<file path="config.mk">
export PLATFORM = sky130hd
export DESIGN_NAME = data_ram_arbiter
export DESIGN_NICKNAME = d
export VERILOG_FILES = /design/src/rtl/data_ram_arbiter.sv
export SDC_FILE = /design/constraint.sdc
export NUM_CORES = 1
export LEC_CHECK = 0
export ABC_AREA = 1
export BUFFER_PORTS_ARGS = -buffer_cell sky130_fd_sc_hd__buf_2
export CAP_MARGIN = 20
export CORE_MARGIN = 2
export CORE_UTILIZATION = 36
export CTS_CLUSTER_SIZE = 14
export DETAILED_ROUTE_END_ITERATION = 8
export PLACE_DENSITY = 0.85
export SYNTH_ARGS = -nofsm -noshare
export SYNTH_HDL_FRONTEND = slang
export SYNTH_SLANG_ARGS = --single-unit
</file>
<file path="constraint.sdc">
create_clock -name clk -period 1.88 [get_ports clk]
set_input_delay 0 -clock clk [delete_from_list [all_inputs] [get_ports clk]]
set_output_delay 0 -clock clk [all_outputs]
set_load 0.1 [all_outputs]
</file>
<file path="src/rtl/data_ram_arbiter.sv">
`default_nettype none
// ============================================================================
// Module   : data_ram_arbiter
// Brief    : Shares the single-port data RAM between the CPU controller and
//            the host/debug port. CPU has fixed priority; the host may lock
//            the RAM for bounded bursts, after which it yields for one cycle.
//            Optional macro ARB_STARVE_GUARD_EN adds a starvation guard that
//            forces a host grant after MAX_WAIT consecutive blocked cycles.
// Revision : 1.0 - initial release
// ============================================================================
module data_ram_arbiter #(
  parameter int ADDR_W    = 7,
  parameter int DATA_W    = 8,
  parameter int MAX_BURST = 8,
  parameter int MAX_WAIT  = 4
) (
  input  logic              clk,
  input  logic              reset,
  input  logic              cpu_req,
  input  logic              cpu_we,
  input  logic [ADDR_W-1:0] cpu_addr,
  input  logic [DATA_W-1:0] cpu_wdata,
  output logic              cpu_gnt,
  output logic              cpu_rvalid,
  output logic [DATA_W-1:0] cpu_rdata,
  input  logic              host_req,
  input  logic              host_we,
  input  logic              host_lock,
  input  logic [ADDR_W-1:0] host_addr,
  input  logic [DATA_W-1:0] host_wdata,
  output logic              host_gnt,
  output logic              host_rvalid,
  output logic [DATA_W-1:0] host_rdata,
  output logic [ADDR_W-1:0] ram_addr,
  output logic [DATA_W-1:0] ram_data,
  output logic              ram_en,
  input  logic [DATA_W-1:0] ram_q,
  output logic [1:0]        owner
);

  localparam int CNT_W = $clog2(MAX_BURST + 1);

  typedef enum logic [1:0] {
    ST_IDLE  = 2'd0,
    ST_BURST = 2'd1,
    ST_YIELD = 2'd2
  } state_t;

  state_t           r_state;
  state_t           w_state_nxt;
  logic [CNT_W-1:0] r_burst_cnt;
  logic [CNT_W-1:0] w_burst_cnt_nxt;
  logic [CNT_W-1:0] w_burst_inc;
  logic             w_cpu_gnt;
  logic             w_host_gnt;
  logic             w_cpu_acc;
  logic             w_host_acc;
  logic             w_force_host;
  logic             r_cpu_rvalid;
  logic             r_host_rvalid;

  assign w_cpu_acc   = cpu_req & w_cpu_gnt;
  assign w_host_acc  = host_req & w_host_gnt;
  assign w_burst_inc = r_burst_cnt + 1'b1;

`ifdef ARB_STARVE_GUARD_EN
  localparam int WAIT_W = $clog2(MAX_WAIT + 1);

  logic [WAIT_W-1:0] r_wait_cnt;

  // Count consecutive IDLE cycles the host spends blocked; saturates at MAX_WAIT.
  always_ff @(posedge clk) begin
    if (!reset) begin
      r_wait_cnt <= '0;
    end else if (w_host_acc || !host_req) begin
      r_wait_cnt <= '0;
    end else if ((r_state == ST_IDLE) && (r_wait_cnt != WAIT_W'(MAX_WAIT))) begin
      r_wait_cnt <= r_wait_cnt + 1'b1;
    end
  end

  assign w_force_host = host_req & (r_wait_cnt == WAIT_W'(MAX_WAIT));
`else
  assign w_force_host = 1'b0;
`endif

  // State and burst counter registers.
  always_ff @(posedge clk) begin
    if (!reset) begin
      r_state     <= ST_IDLE;
      r_burst_cnt <= '0;
    end else begin
      r_state     <= w_state_nxt;
      r_burst_cnt <= w_burst_cnt_nxt;
    end
  end

  // Grant decode: at most one grant, all grants held low while in reset.
  always_comb begin
    w_cpu_gnt  = 1'b0;
    w_host_gnt = 1'b0;
    if (reset) begin
      case (r_state)
        ST_IDLE: begin
          if (cpu_req && !w_force_host) begin
            w_cpu_gnt = 1'b1;
          end else begin
            w_host_gnt = host_req;
          end
        end
        ST_BURST: w_host_gnt = host_req;
        ST_YIELD: w_cpu_gnt  = cpu_req;
        default:  ;
      endcase
    end
  end

  // Next-state logic: lock entry, burst counting, forced yield, unlock.
  always_comb begin
    w_state_nxt     = r_state;
    w_burst_cnt_nxt = r_burst_cnt;
    case (r_state)
      ST_IDLE: begin
        if (w_host_acc && host_lock) begin
          w_burst_cnt_nxt = CNT_W'(1);
          w_state_nxt     = (MAX_BURST == 1) ? ST_YIELD : ST_BURST;
        end
      end
      ST_BURST: begin
        if (!host_lock) begin
          w_state_nxt     = ST_IDLE;
          w_burst_cnt_nxt = '0;
        end else if (w_host_acc) begin
          w_burst_cnt_nxt = w_burst_inc;
          if (w_burst_inc == CNT_W'(MAX_BURST)) begin
            w_state_nxt = ST_YIELD;
          end
        end
      end
      ST_YIELD: begin
        w_state_nxt     = ST_IDLE;
        w_burst_cnt_nxt = '0;
      end
      default: begin
        w_state_nxt     = ST_IDLE;
        w_burst_cnt_nxt = '0;
      end
    endcase
  end

  // RAM pin mux: granted port drives the RAM; idle defaults to a harmless read.
  always_comb begin
    ram_addr = cpu_addr;
    ram_data = '0;
    ram_en   = 1'b0;
    if (w_host_gnt) begin
      ram_addr = host_addr;
      ram_data = host_wdata;
      ram_en   = host_we;
    end else if (w_cpu_gnt) begin
      ram_data = cpu_wdata;
      ram_en   = cpu_we;
    end
  end

  // Read-valid flags: one cycle after an accepted read by each port.
  always_ff @(posedge clk) begin
    if (!reset) begin
      r_cpu_rvalid  <= 1'b0;
      r_host_rvalid <= 1'b0;
    end else begin
      r_cpu_rvalid  <= w_cpu_acc & ~cpu_we;
      r_host_rvalid <= w_host_acc & ~host_we;
    end
  end

  assign cpu_gnt     = w_cpu_gnt;
  assign host_gnt    = w_host_gnt;
  assign cpu_rvalid  = r_cpu_rvalid;
  assign host_rvalid = r_host_rvalid;
  assign cpu_rdata   = ram_q;
  assign host_rdata  = ram_q;
  assign owner       = {w_host_gnt, w_cpu_gnt};

endmodule
`default_nettype wire

</file>
# [Yosys cells after proc, flatten, opt, wreduce, memory -nomap -nowiden]
# Cells that the tools add are included.
[totals] out_inout_bits=38 input_bits=45 wordCells=41 ff_bits=8
[classes] bitwise=6 n_mux=20 addsub=1 n_reduce_logical=4 n_eq_ne=6
[ops] cell="8-bit 2-to-1 mux" n=2
[ops] cell="4-bit 2-to-1 mux" n=3
[ops] cell="2-bit 2-to-1 mux" n=4
[ops] cell="4-bit case mux with 2 select lines" n=1
[ops] cell="7-bit 2-to-1 mux" n=1
[ops] cell="1-bit 2-to-1 mux" n=6
[ops] cell="3-bit != test, second input constant" n=2
[ops] cell="4-bit by 1-bit adder with 4-bit output, second input constant" n=1
[ops] cell="1-bit AND" n=4
[ops] cell="4-bit == test, second input constant" n=1
[ops] cell="1-bit case mux with 2 select lines" n=2
[ops] cell="2-bit case mux with 2 select lines" n=1
[ops] cell="3-bit AND reduction" n=1
[ops] cell="2-bit by 1-bit == test with 1-bit output, second input constant" n=1
[ops] cell="2-bit == test, second input constant" n=1
[ops] cell="2-bit zero test" n=1
[ops] cell="2-bit != test, second input constant" n=1
[ops] cell="1-bit inverter" n=2
[ops] cell="2-bit AND reduction" n=1
[ops] cell="1-bit logical AND" n=1

# [Longest topological paths before layout]
[logic_depth] depth_word=7 mapped_depth=8 depth_no_buf=8

# [Least setup slack after synthesis]
# No wires, ideal clock.
[synth_timing] path_kind="reg2out" startpoint="reg r_state[0]" endpoint="out ram_data[0]" path_buffers=0 arrival_ns=2.017 stages_incl_launch_ff=5 path_slack_ns=-0.137 required_time_ns=1.880 cell_sequence="dfxtp_1 nor2_1 nand2_1 clkinv_1 a22o_1"
[synth_between] elab_chain_cells=5 elab_cells_between_ends=9 classes_between="eq/ne: 2; mux: 6; reduce/logical: 1"
[synth_lines] element="from (decl)" line="49" source="state_t r_state;"
[synth_lines] element="from (signal assigned)" line="93" source="r_state <= w_state_nxt;"
[synth_lines] element="2-bit == test / 2-bit zero test (equally long branches)" line="103" source="case (r_state)"
[synth_lines] element="1-bit case mux with 2 select lines *" line="103"
[synth_lines] element="1-bit 2-to-1 mux *" line="102" source="if (reset) begin"
[synth_lines] element="net cpu_gnt" line="23" source="output logic cpu_gnt,"
[synth_lines] element="8-bit 2-to-1 mux *" line="160" source="end else if (w_cpu_gnt) begin"
[synth_lines] element="8-bit 2-to-1 mux *" line="156" source="if (w_host_gnt) begin"
[synth_lines] element="to (decl)" line="35" source="output logic [DATA_W-1:0] ram_data,"
# The timed path passes the listed nets; every way through them passes the cells marked *.

# [Final worst setup path]
[layout_timing] startpoint="reg r_state[1]" endpoint="out owner[1]"
[layout_between] elab_chain_cells=3 elab_cells_between_ends=4 classes_between="eq/ne: 1; mux: 2; reduce/logical: 1"
[layout_lines] element="2-bit by 1-bit == test with 1-bit output / 2-bit zero test (equally long branches)" line="103"
[layout_lines] element="1-bit case mux with 2 select lines *" line="103"
[layout_lines] element="1-bit 2-to-1 mux *" line="102"
[layout_lines] element="to (decl)" line="38" source="output logic [1:0] owner"
# Mark *: on every way between the ends. The rest lies on a longest branch, timed or not.

==> impl_results.md <==
* Largest net degree at the start of global routing at 13
* Worst R2R Start: r_state[1]
* 1st-iter DRT viols at 6
* Fin crit period at roughly 1700 ps
* Worst Hold End: cpu_rdata[5]
* Resize count post-CTS at 0
* PwrDens at 670 nW/um^2
* CP Capture Type: output port
* WHS Path Cells at 0
* Mapped cell area at 729 sq um
* Fin. max-slew vios at 0
* Drt wl/cell at 11.0 um
* Overflow after GRT at 0
* WP data required at 1880 ps
* Die height at between 40 and 50 um
* # nets final at 203
* GRT Util Overall at between 10% and 20%
* Fill count at between 150 and 200
* Post-DRT Antenna Nets at 0
* H-Tree Depth at 1
* Crit path DAT at 1690 ps
* Startpoint Class: flip-flop
* Router iterations before antenna repair at 4
* Final Setup Violations at 0
* Initial core utilization at 37.6%
* Vias in the first global route at between 700 and 800
* Die area at roughly 2400 sq um
* Unrepaired setup endpoints after global routing: false
* Syn_area_per_cell at 6.57 sq um
* Global-route wire length before repair at roughly 3.4 mm
* Worst slew margin at 67.3%
* Worst skew pair latency at 250 ps
* R2r setup slk at 570 ps
* Design Power at 722 uW
* IO buf count at just under 60
* Sequential area share after synthesis at between 20% and 30%
* Die W at around 49 um
* Worst flop-to-flop path endpoint: r_burst_cnt[2]
* Vias/cell at about 4.4
* Cell variety after synth at 19
* CTS sink cnt at 8
* Fmax at 0.592 GHz
* Mapped Cells at 111
* Most common cell after layout, fill and taps aside: buf_2
* Worst vdd ir at 0.331 mV
* Layout area overhead at 47.9%
* Diode count at 0
* Clk slew on worst S/H paths at 50 ps
* Pleak at between 0.0006 and 0.0007 uW
* Core region area at around 1900 sq um
* Hold WS at 0.0562 ps
* Flops & latches, synth at 8
* CTS tree: built
* Max-Cap Viols at 0
* Least-Margin Pin Slew at 494 ps
* Min-delay src: ram_q[5]
* Period Utilization, post-route at 89.9%
* Antenna violations before repair at 0
* DRT Wirelength at 2.01 mm
* Status: completed
* Setup TNS at 0 ps
* Final Hold Viols at 0
* Root buf cell: clkbuf_4
* Cells on worst reg2reg path at 6
* IO Pins at 83
* Clock skew at 2.86 ps
* Inserted Clock Buffers at 3
* RePlAce Congestion at ~0.86
* FP Rows at 16
* Path type of the worst min-delay path: in2out
* Detailed Place HPWL at 1.72 mm
* CP max FO at 12
* Post-route DRC at 0
* Clock Path Buffers at 2
* Synth Net Count at 157
* Vias at 807
* Yosys warns at 0
* Most frequent cells in the layout: buf_2, nand2_1, inv_1
* Share of layout cells above drive strength 1 at 43.9%
* CP Class: reg2out
## metrics by stage
step	utilization (%)	setup WS (ps)	instance area (sq um)	cells
2_1_floorplan	-	146	731	111
5_1_grt	55.5	30.5	1080	182
3_5_place_dp	53.4	463	1040	177
4_1_cts	55.5	184	1080	182
3_3_place_gp	53.4	492	1040	177
6_report	55.5	190	1080	182
## layer usage
metal | up-vias | track usage, % | wire length [um]
met5 | - | 0 | 0
met4 | 0 | 4.29 | 16
met3 | 3 | 7.67 | 203
met2 | 38 | 36.1 | 1060
met1 | 341 | 17.1 | 726
li1 | 425 | - | -
## worst max-delay path, cell delays in order, from the launching register on
cell     delay (ps)
dfxtp_1         320
inv_1            50
nand3_1          70
nor2_2          310
buf_4           250
buf_2           440
## cells by family (layout without fill, tap and decap cells)
family	after synthesis	after routing	synth area share (%)
AO/OA/AOI/OAI	12	12	12.9
adder cells (fa/ha/maj)	1	1	1.71
buffers and inverters	33	77	28.8
flip-flops	8	8	22.0
AND/OR/NAND/NOR	57	57	34.6
## sequential cells by signal (all words and copies together) (netlist names)
signal	cells
cpu_rvalid	1
r_state	2
r_burst_cnt	4
host_rvalid	1
## area by class of cell
class | count | area (sq um) | share of cell area, %
Clock buffer | 3 | 22.5 | 2.09
Tap cell | 27 | 33.8 | 3.13
Multi-Input combinational cell | 70 | 359 | 33.3
Inverter | 13 | 50.0 | 4.64
Sequential cell | 8 | 160 | 14.8
Timing Repair Buffer | 61 | 453 | 42.0
## repair_timing
item	in CTS	in global routing
hold endpoints to repair	2	0
hold buffers	2	0
buffers inserted	0	0
## synth_stat cells
master | instances | area share [%]
nand3b_1 | 1 | 1.0
nor2_4 | 1 | 1.5
nand4_1 | 2 | 1.7
nand3_2 | 1 | 1.4
nor2_2 | 2 | 1.7
ha_1 | 1 | 1.7
nand2_1 | 34 | 17
nand3_1 | 7 | 4.8
a21oi_1 | 2 | 1.4
buf_6 | 1 | 1.5
buf_8 | 1 | 2.1
inv_1 | 12 | 6.2
a22o_1 | 9 | 11
dfxtp_1 | 8 | 22
clkinv_1 | 1 | 0.51
nor2_1 | 8 | 4.1
buf_4 | 18 | 19
nand2_2 | 1 | 0.86
o21ai_0 | 1 | 0.69
## where the power goes
group | switching [uW] | total (uW) | internal (uW)
combinational | 300 | 412 | 112
sequential | 2.76 | 176 | 174
clock | 60.7 | 134 | 73.2
## worst max path at each step
stage / from / to / slack [ps]
2_1_floorplan: r_state[0] / ram_data[0] / 150
3_3_place_gp: r_state[1] / owner[1] / 490
3_5_place_dp: r_state[1] / host_gnt / 460
4_1_cts: r_state[1] / host_gnt / 180
5_1_grt: r_state[1] / ram_addr[0] / 30
6_report: r_state[1] / owner[1] / 190
No activity file was read; power rests on OpenSTA's default activity.
